<file path="src/rtl/ro_puf_pkg.sv">
// Shared types and helpers for the ring-oscillator PUF measurement sequencer.
package ro_puf_pkg;

  // Sequencer states: each oscillator gets clear / run / settle / capture.
  typedef enum logic [3:0] {
    ST_IDLE     = 4'd0,
    ST_CLR_A    = 4'd1,
    ST_RUN_A    = 4'd2,
    ST_SETTLE_A = 4'd3,
    ST_CAP_A    = 4'd4,
    ST_CLR_B    = 4'd5,
    ST_RUN_B    = 4'd6,
    ST_SETTLE_B = 4'd7,
    ST_CAP_B    = 4'd8,
    ST_DONE     = 4'd9
  } state_e;

  localparam int unsigned DEF_WINDOW_CYCLES = 32'd1024;
  localparam int unsigned DEF_SETTLE_CYCLES = 32'd4;

  // Timer must hold the larger of the two phase lengths.
  function automatic int unsigned timer_width(input int unsigned window_cycles,
                                              input int unsigned settle_cycles);
    int unsigned longest;
    longest = (window_cycles > settle_cycles) ? window_cycles : settle_cycles;
    return $clog2(longest + 32'd1);
  endfunction

  localparam int unsigned TMR_W = timer_width(DEF_WINDOW_CYCLES, DEF_SETTLE_CYCLES);

  // A challenge must name two distinct, existing oscillators.
  function automatic logic challenge_valid(input int unsigned a,
                                           input int unsigned b,
                                           input int unsigned num_ro);
    return (a != b) && (a < num_ro) && (b < num_ro);
  endfunction

endpackage

</file>
<file path="src/rtl/ro_window_timer.sv">
// Loadable down-counter timing the RUN and SETTLE phases.
// expire_o is high during the last cycle of a loaded interval, so a load of N
// followed by waiting for expire_o spans exactly N cycles.
module ro_window_timer
  import ro_puf_pkg::*;
#(
  parameter int unsigned TW = TMR_W
) (
  input  logic          clk,
  input  logic          reset,
  input  logic          load_i,
  input  logic [TW-1:0] load_val_i,
  output logic          expire_o
);

  localparam logic [TW-1:0] ONE = TW'(1);

  logic [TW-1:0] count_q;
  logic [TW-1:0] count_d;

  // Next count: load wins, otherwise count down and park at zero.
  always_comb begin
    count_d = count_q;
    if (load_i) begin
      count_d = load_val_i;
    end else if (count_q != '0) begin
      count_d = count_q - ONE;
    end else begin
      count_d = count_q;
    end
  end

  // Count register with synchronous reset.
  always_ff @(posedge clk) begin
    if (reset) begin
      count_q <= '0;
    end else begin
      count_q <= count_d;
    end
  end

  assign expire_o = (count_q == ONE);

endmodule

</file>
<file path="src/rtl/ro_puf_controller.sv">
// Measurement sequencer for the ring-oscillator PUF chain: measures two
// selected oscillators over a fixed gate window and compares their counts.
// All outputs are registered and change together with the state register.
module ro_puf_controller
  import ro_puf_pkg::*;
#(
  parameter int unsigned NUM_RO        = 4,
  parameter int unsigned SEL_W         = $clog2(NUM_RO),
  parameter int unsigned CNT_W         = 32,
  parameter int unsigned WINDOW_CYCLES = 1024,
  parameter int unsigned SETTLE_CYCLES = 4
) (
  input  logic             clk,
  input  logic             reset,
  input  logic             start,
  input  logic [SEL_W-1:0] challenge_a,
  input  logic [SEL_W-1:0] challenge_b,
  output logic             busy,
  output logic             done,
  output logic             response,
  output logic             tie,
  output logic             err,
  output logic [CNT_W-1:0] count_a,
  output logic [CNT_W-1:0] count_b,
  output logic [SEL_W-1:0] mux_enable,
  output logic             puf_enable,
  output logic             reset_counter,
  input  logic [CNT_W-1:0] count_in
);

  localparam int unsigned TW = timer_width(WINDOW_CYCLES, SETTLE_CYCLES);
  localparam logic [TW-1:0] WIN_LOAD = TW'(WINDOW_CYCLES);
  localparam logic [TW-1:0] SET_LOAD = TW'(SETTLE_CYCLES);

  state_e           state_q;
  logic [SEL_W-1:0] chal_b_q;
  logic             busy_q;
  logic             done_q;
  logic             response_q;
  logic             tie_q;
  logic             err_q;
  logic [CNT_W-1:0] count_a_q;
  logic [CNT_W-1:0] count_b_q;
  logic [SEL_W-1:0] mux_q;
  logic             puf_en_q;
  logic             rst_cnt_q;

  logic             load_s;
  logic [TW-1:0]    load_val_s;
  logic             expire_s;
  logic             chal_ok_s;

  assign chal_ok_s = challenge_valid(32'(challenge_a), 32'(challenge_b), NUM_RO);

  // Timer loads the window length leaving CLR and the settle length leaving RUN.
  always_comb begin
    load_s     = 1'b0;
    load_val_s = WIN_LOAD;
    case (state_q)
      ST_CLR_A, ST_CLR_B: begin
        load_s     = 1'b1;
        load_val_s = WIN_LOAD;
      end
      ST_RUN_A, ST_RUN_B: begin
        load_s     = expire_s;
        load_val_s = SET_LOAD;
      end
      default: begin
        load_s     = 1'b0;
        load_val_s = WIN_LOAD;
      end
    endcase
  end

  ro_window_timer #(
    .TW(TW)
  ) u_timer (
    .clk       (clk),
    .reset     (reset),
    .load_i    (load_s),
    .load_val_i(load_val_s),
    .expire_o  (expire_s)
  );

  // Sequencer FSM; every output register is updated on the same edge as the
  // state it belongs to, so outputs always match state_q.
  always_ff @(posedge clk) begin
    if (reset) begin
      state_q    <= ST_IDLE;
      chal_b_q   <= '0;
      busy_q     <= 1'b0;
      done_q     <= 1'b0;
      response_q <= 1'b0;
      tie_q      <= 1'b0;
      err_q      <= 1'b0;
      count_a_q  <= '0;
      count_b_q  <= '0;
      mux_q      <= '0;
      puf_en_q   <= 1'b0;
      rst_cnt_q  <= 1'b0;
    end else begin
      done_q <= 1'b0;
      case (state_q)
        ST_IDLE: begin
          if (start) begin
            chal_b_q   <= challenge_b;
            response_q <= 1'b0;
            tie_q      <= 1'b0;
            count_a_q  <= '0;
            count_b_q  <= '0;
            if (chal_ok_s) begin
              state_q   <= ST_CLR_A;
              busy_q    <= 1'b1;
              err_q     <= 1'b0;
              mux_q     <= challenge_a;
              rst_cnt_q <= 1'b1;
            end else begin
              // Invalid challenge never touches the oscillator chain.
              state_q <= ST_DONE;
              busy_q  <= 1'b0;
              err_q   <= 1'b1;
              done_q  <= 1'b1;
            end
          end else begin
            state_q <= ST_IDLE;
          end
        end
        ST_CLR_A: begin
          state_q   <= ST_RUN_A;
          rst_cnt_q <= 1'b0;
          puf_en_q  <= 1'b1;
        end
        ST_RUN_A: begin
          if (expire_s) begin
            state_q  <= ST_SETTLE_A;
            puf_en_q <= 1'b0;
          end else begin
            state_q <= ST_RUN_A;
          end
        end
        ST_SETTLE_A: begin
          if (expire_s) begin
            state_q <= ST_CAP_A;
          end else begin
            state_q <= ST_SETTLE_A;
          end
        end
        ST_CAP_A: begin
          count_a_q <= count_in;
          state_q   <= ST_CLR_B;
          mux_q     <= chal_b_q;
          rst_cnt_q <= 1'b1;
        end
        ST_CLR_B: begin
          state_q   <= ST_RUN_B;
          rst_cnt_q <= 1'b0;
          puf_en_q  <= 1'b1;
        end
        ST_RUN_B: begin
          if (expire_s) begin
            state_q  <= ST_SETTLE_B;
            puf_en_q <= 1'b0;
          end else begin
            state_q <= ST_RUN_B;
          end
        end
        ST_SETTLE_B: begin
          if (expire_s) begin
            state_q <= ST_CAP_B;
          end else begin
            state_q <= ST_SETTLE_B;
          end
        end
        ST_CAP_B: begin
          // count_b is captured on this same edge, so compare against count_in.
          count_b_q  <= count_in;
          response_q <= (count_a_q > count_in);
          tie_q      <= (count_a_q == count_in);
          busy_q     <= 1'b0;
          done_q     <= 1'b1;
          state_q    <= ST_DONE;
        end
        ST_DONE: begin
          state_q <= ST_IDLE;
        end
        default: begin
          state_q   <= ST_IDLE;
          busy_q    <= 1'b0;
          puf_en_q  <= 1'b0;
          rst_cnt_q <= 1'b0;
        end
      endcase
    end
  end

  assign busy          = busy_q;
  assign done          = done_q;
  assign response      = response_q;
  assign tie           = tie_q;
  assign err           = err_q;
  assign count_a       = count_a_q;
  assign count_b       = count_b_q;
  assign mux_enable    = mux_q;
  assign puf_enable    = puf_en_q;
  assign reset_counter = rst_cnt_q;

endmodule

</file>
<file path="config.mk">
export PLATFORM = sky130hd
export DESIGN_NAME = ro_puf_controller
export DESIGN_NICKNAME = d
export VERILOG_FILES = /design/src/rtl/ro_puf_pkg.sv /design/src/rtl/ro_window_timer.sv /design/src/rtl/ro_puf_controller.sv
export SDC_FILE = /design/constraint.sdc
export NUM_CORES = 1
export LEC_CHECK = 0
export CAP_MARGIN = 5
export CORE_MARGIN = 1.5
export CORE_UTILIZATION = 50
export CTS_CLUSTER_SIZE = 20
export DETAILED_ROUTE_END_ITERATION = 8
export PLACE_DENSITY_LB_ADDON = 0.08
export SYNTH_ARGS = -nofsm -noshare
export SYNTH_HDL_FRONTEND = slang
export SYNTH_HIERARCHICAL = 1
export SYNTH_SLANG_ARGS = --single-unit
export TNS_END_PERCENT = 10
</file>
<file path="constraint.sdc">
create_clock -name clk -period 3.9 [get_ports clk]
set_clock_uncertainty 0.2 [all_clocks]
set_input_delay 0.78 -clock clk [delete_from_list [all_inputs] [get_ports clk]]
set_output_delay 0.78 -clock clk [all_outputs]
set_load 0.005 [all_outputs]
</file>
==> out/metrics.csv <==
stage,metric,value,unit
run_status,status,finished clean,
floorplanning,rows,33,
pwr,p_sw,0.000749,W
pwr,peakVddDrop,0.237,mV
finish,final_area,5680,sq um
finish,layout.nets,676,
routing,drc,0,
clock_tree,cts_tree,yes,
critical_path,crit_fanout,13,
sta,hold_violations,0,
clock_tree,cts_buffers,9,
yosys,ys_top_cells_by_count,"dfxtp_1 (90), nor2_1 (86), a22oi_1 (64), inv_1 (40), ha_1 (34)",
finish,finish.utilization,68.7,%
placed_design,numPortBuffers,111,
clock_tree,hold_buffers,0,
grt,grt_start_max_net_pins,43,
clock_tree,post_cts_resized,0,
routing,ant_nets,0,
clock_tree,cts_setup_buffers,0,
yosys,synth_area,4310,sq um
finish,finalNonFillerCells,713,
min_path,min_to,reset_counter,
critical_path,required,3.97,ns
sta,drv_slew,0,
flow_run,max-cap-violations,0,
grt,track_usage,25.1,%
yosys,yosys.area.top_type,dfxtp_1,
sta,setup-violations-final,0,
placed_design,globalplace.congestion,0.833,
min_path,hold_depth,2,
yosys,synth_seq_cells,90,
placed_design,dp.cells,697,
floorplanning,start_util,52.1,%
critical_path,worst-setup-path-type,flop to flop,
critical_path,rr_startpoint,u_timer/count_q[6],
yosys,ys_top_cells_by_area,"dfxtp_1 (42%), a22oi_1 (11%), ha_1 (9.9%), nor2_1 (7.5%), inv_1 (3.5%)",
floorplanning,ios,112,
pwr,internal-power,0.00152,W
routing,drt_iter0_markers,193,
critical_path,rrSetupSlack,1.15,ns
pwr,p_leak,2.28,nW
sta,timing.final.crit_share,70.4,%
floorplanning,core-area,8260,sq um
placed_design,dp_hpwl,7830,um
routing,vias,3937,
critical_path,path_cells,or4_1 > nor3_1 > nand3b_1 > a21oi_1 > buf_4 > inv_1 > a21o_1 > a211oi_1,
sta,max_slew.worst_pin.slew,0.813,ns
finish,syn2layout_area_growth,31.8,%
pwr,p_comb_share,26.6,%
yosys,yosysWarnings,6,
yosys,synth_most_common_cell,dfxtp_1,
floorplanning,die_area,9180,sq um
routing,drtPass1Iterations,4,
yosys,synthArstFlopShare,0,%
sta,rsz0062_at_grt,false,
grt,antenna_found_initial,0,
min_path,hp-start,reset_counter,
sta,tns,0,ns
routing,drt-total-wl,11100,um
floorplanning,die_w,95.8,um
pwr,sw_frac_of_total,33.0,%
routing,routedWlPerCell,15.6,um
critical_path,max_stage_delay,0.57,ns
yosys,avgSynthCellArea,8.68,sq um
yosys,yosysUniqueCellTypes,48,
clock_tree,clock-sinks,90,
critical_path,rr_worst_depth,8,
finish,final_layout_size_suffix_gt1_share,5.43,%
sta,fin_hold_ws,0.277,ns
critical_path,r2r-end,u_timer/count_q[8],
clock_tree,clk_pin_slew,0.10,ns
critical_path,worst_path_max_delay_cell,or4_1,
yosys,synthDominantCellAreaShare,41.8,%
routing,via_per_inst,5.52,
pwr,pwr_density_cell,400,nW/um^2
placed_design,place_area,5500,sq um
critical_path,cp-start-kind,flop,
yosys,synth_cells,496,
grt,gr-total-overflow,0,
grt,grt_pass1_vias,3817,
clock_tree,htree_levels,3,
critical_path,worstPathArrival,2.82,ns
clock_tree,cts_root_buf,clkbuf_8,
sta,max_slew_margin,45.8,%
critical_path,cp-end-kind,flop,
yosys,synth_edf_count,0,
pwr,sequentialPowerShare,47.3,%
clock_tree,insertion_delay,0.35,ns
yosys,ys_seq_area_share,41.8,%
yosys,synthFlopType,dfxtp_1,
clock_tree,cts.path.max_buffers,2,
finish,diodes,0,
pwr,p_clk_share,26.2,%
sta,timing.fmax,364,MHz
sta,finalCriticalPeriod,2.75,ns
min_path,holdCritPathClass,flop to flop,
grt,grt_pass1_wl,18000,um
floorplanning,die_h,95.8,um
## power groups by stage
stage	combinational, W	sequential (W)	clock [W]
3_5_place_dp	0.000595	0.00109	0
3_3_place_gp	0.000579	0.00109	0
6_report	0.000603	0.00107	0.000593
2_1_floorplan	0.000417	0.00107	0
4_1_cts	0.000599	0.00107	0.000605
5_1_grt	0.000667	0.00108	0.000644
## worst max path at each step
stage / start / end
2_1_floorplan: u_timer/count_q[6] / u_timer/count_q[5]
3_3_place_gp: count_in[30] / response
3_5_place_dp: count_in[7] / response
4_1_cts: u_timer/count_q[6] / u_timer/count_q[8]
5_1_grt: u_timer/count_q[6] / u_timer/count_q[9]
6_report: u_timer/count_q[6] / u_timer/count_q[8]
## state kept, by name, summed over array words and instances, names as in the netlist
name	flops
tie	1
u_timer/count_q	11
reset_counter	1
count_b	32
mux_enable	2
busy	1
chal_b_q	2
response	1
count_a	32
err	1
puf_enable	1
done	1
state_q	4
## area by class of cell
| class | instances | area (sq um) |
|---|---|---|
| fill | 688 | 2580 |
| multi-input combinational | 343 | 2250 |
| sequential | 90 | 1800 |
| timing repair buffer | 119 | 1170 |
| inverter | 40 | 150 |
| clock buffer | 10 | 138 |
| tap | 105 | 131 |
| clock inverter | 6 | 41.3 |
## worst max-delay path, delay by kind of cell (launching register included)
| family | cells | cell delay (ns) |
|---|---|---|
| buf+inv | 2 | 0.39 |
| flops | 1 | 0.36 |
| compound gates | 3 | 0.53 |
| simple gates | 3 | 1.19 |
## layout by cell type, fill, tap and decap left out, types with 5 or more instances in the layout
cell type          n
o21ai_0            9
a22oi_1           64
nand3_1            6
mux2i_1            5
clkdlybuf4s50_1  110
ha_1              34
or4_1              5
nand4_1            8
conb_1             9
a21oi_1           28
clkbuf_8          10
inv_1             40
nor2_1            86
dfxtp_1           90
xor2_1             7
nor3_1             7
a211oi_1           7
buf_4              8
nand2_1           15
## cell families (layout without fill, tap and decap cells)
kind of cell	after synthesis	count (layout)	synth area share [%]
AO/OA/AOI/OAI	130	130	20.9
XOR/XNOR	10	10	2.03
adder cells (fa/ha/maj)	34	34	9.88
buffers and inverters	71	175	6.83
flip-flops	90	90	41.8
multiplexers	5	5	1.16
other	1	9	0.0871
AND/OR/NAND/NOR	155	155	17.3
## routing by layer
metal	vias up	wire (um)	global-route usage (%)
li1	1968	-	-
met1	1877	5210	31.9
met2	79	5200	41.6
met3	13	523	5.69
met4	0	158	8.46
met5	-	0	0
## through the flow
stage,total power (W),setup WS [ns]
2_1_floorplan,0.00149,1.34
3_3_place_gp,0.00167,0.985
3_5_place_dp,0.00169,0.918
4_1_cts,0.00227,1.19
5_1_grt,0.00240,0.968
6_report,0.00227,1.15
Power figures use the tool's default switching activity.
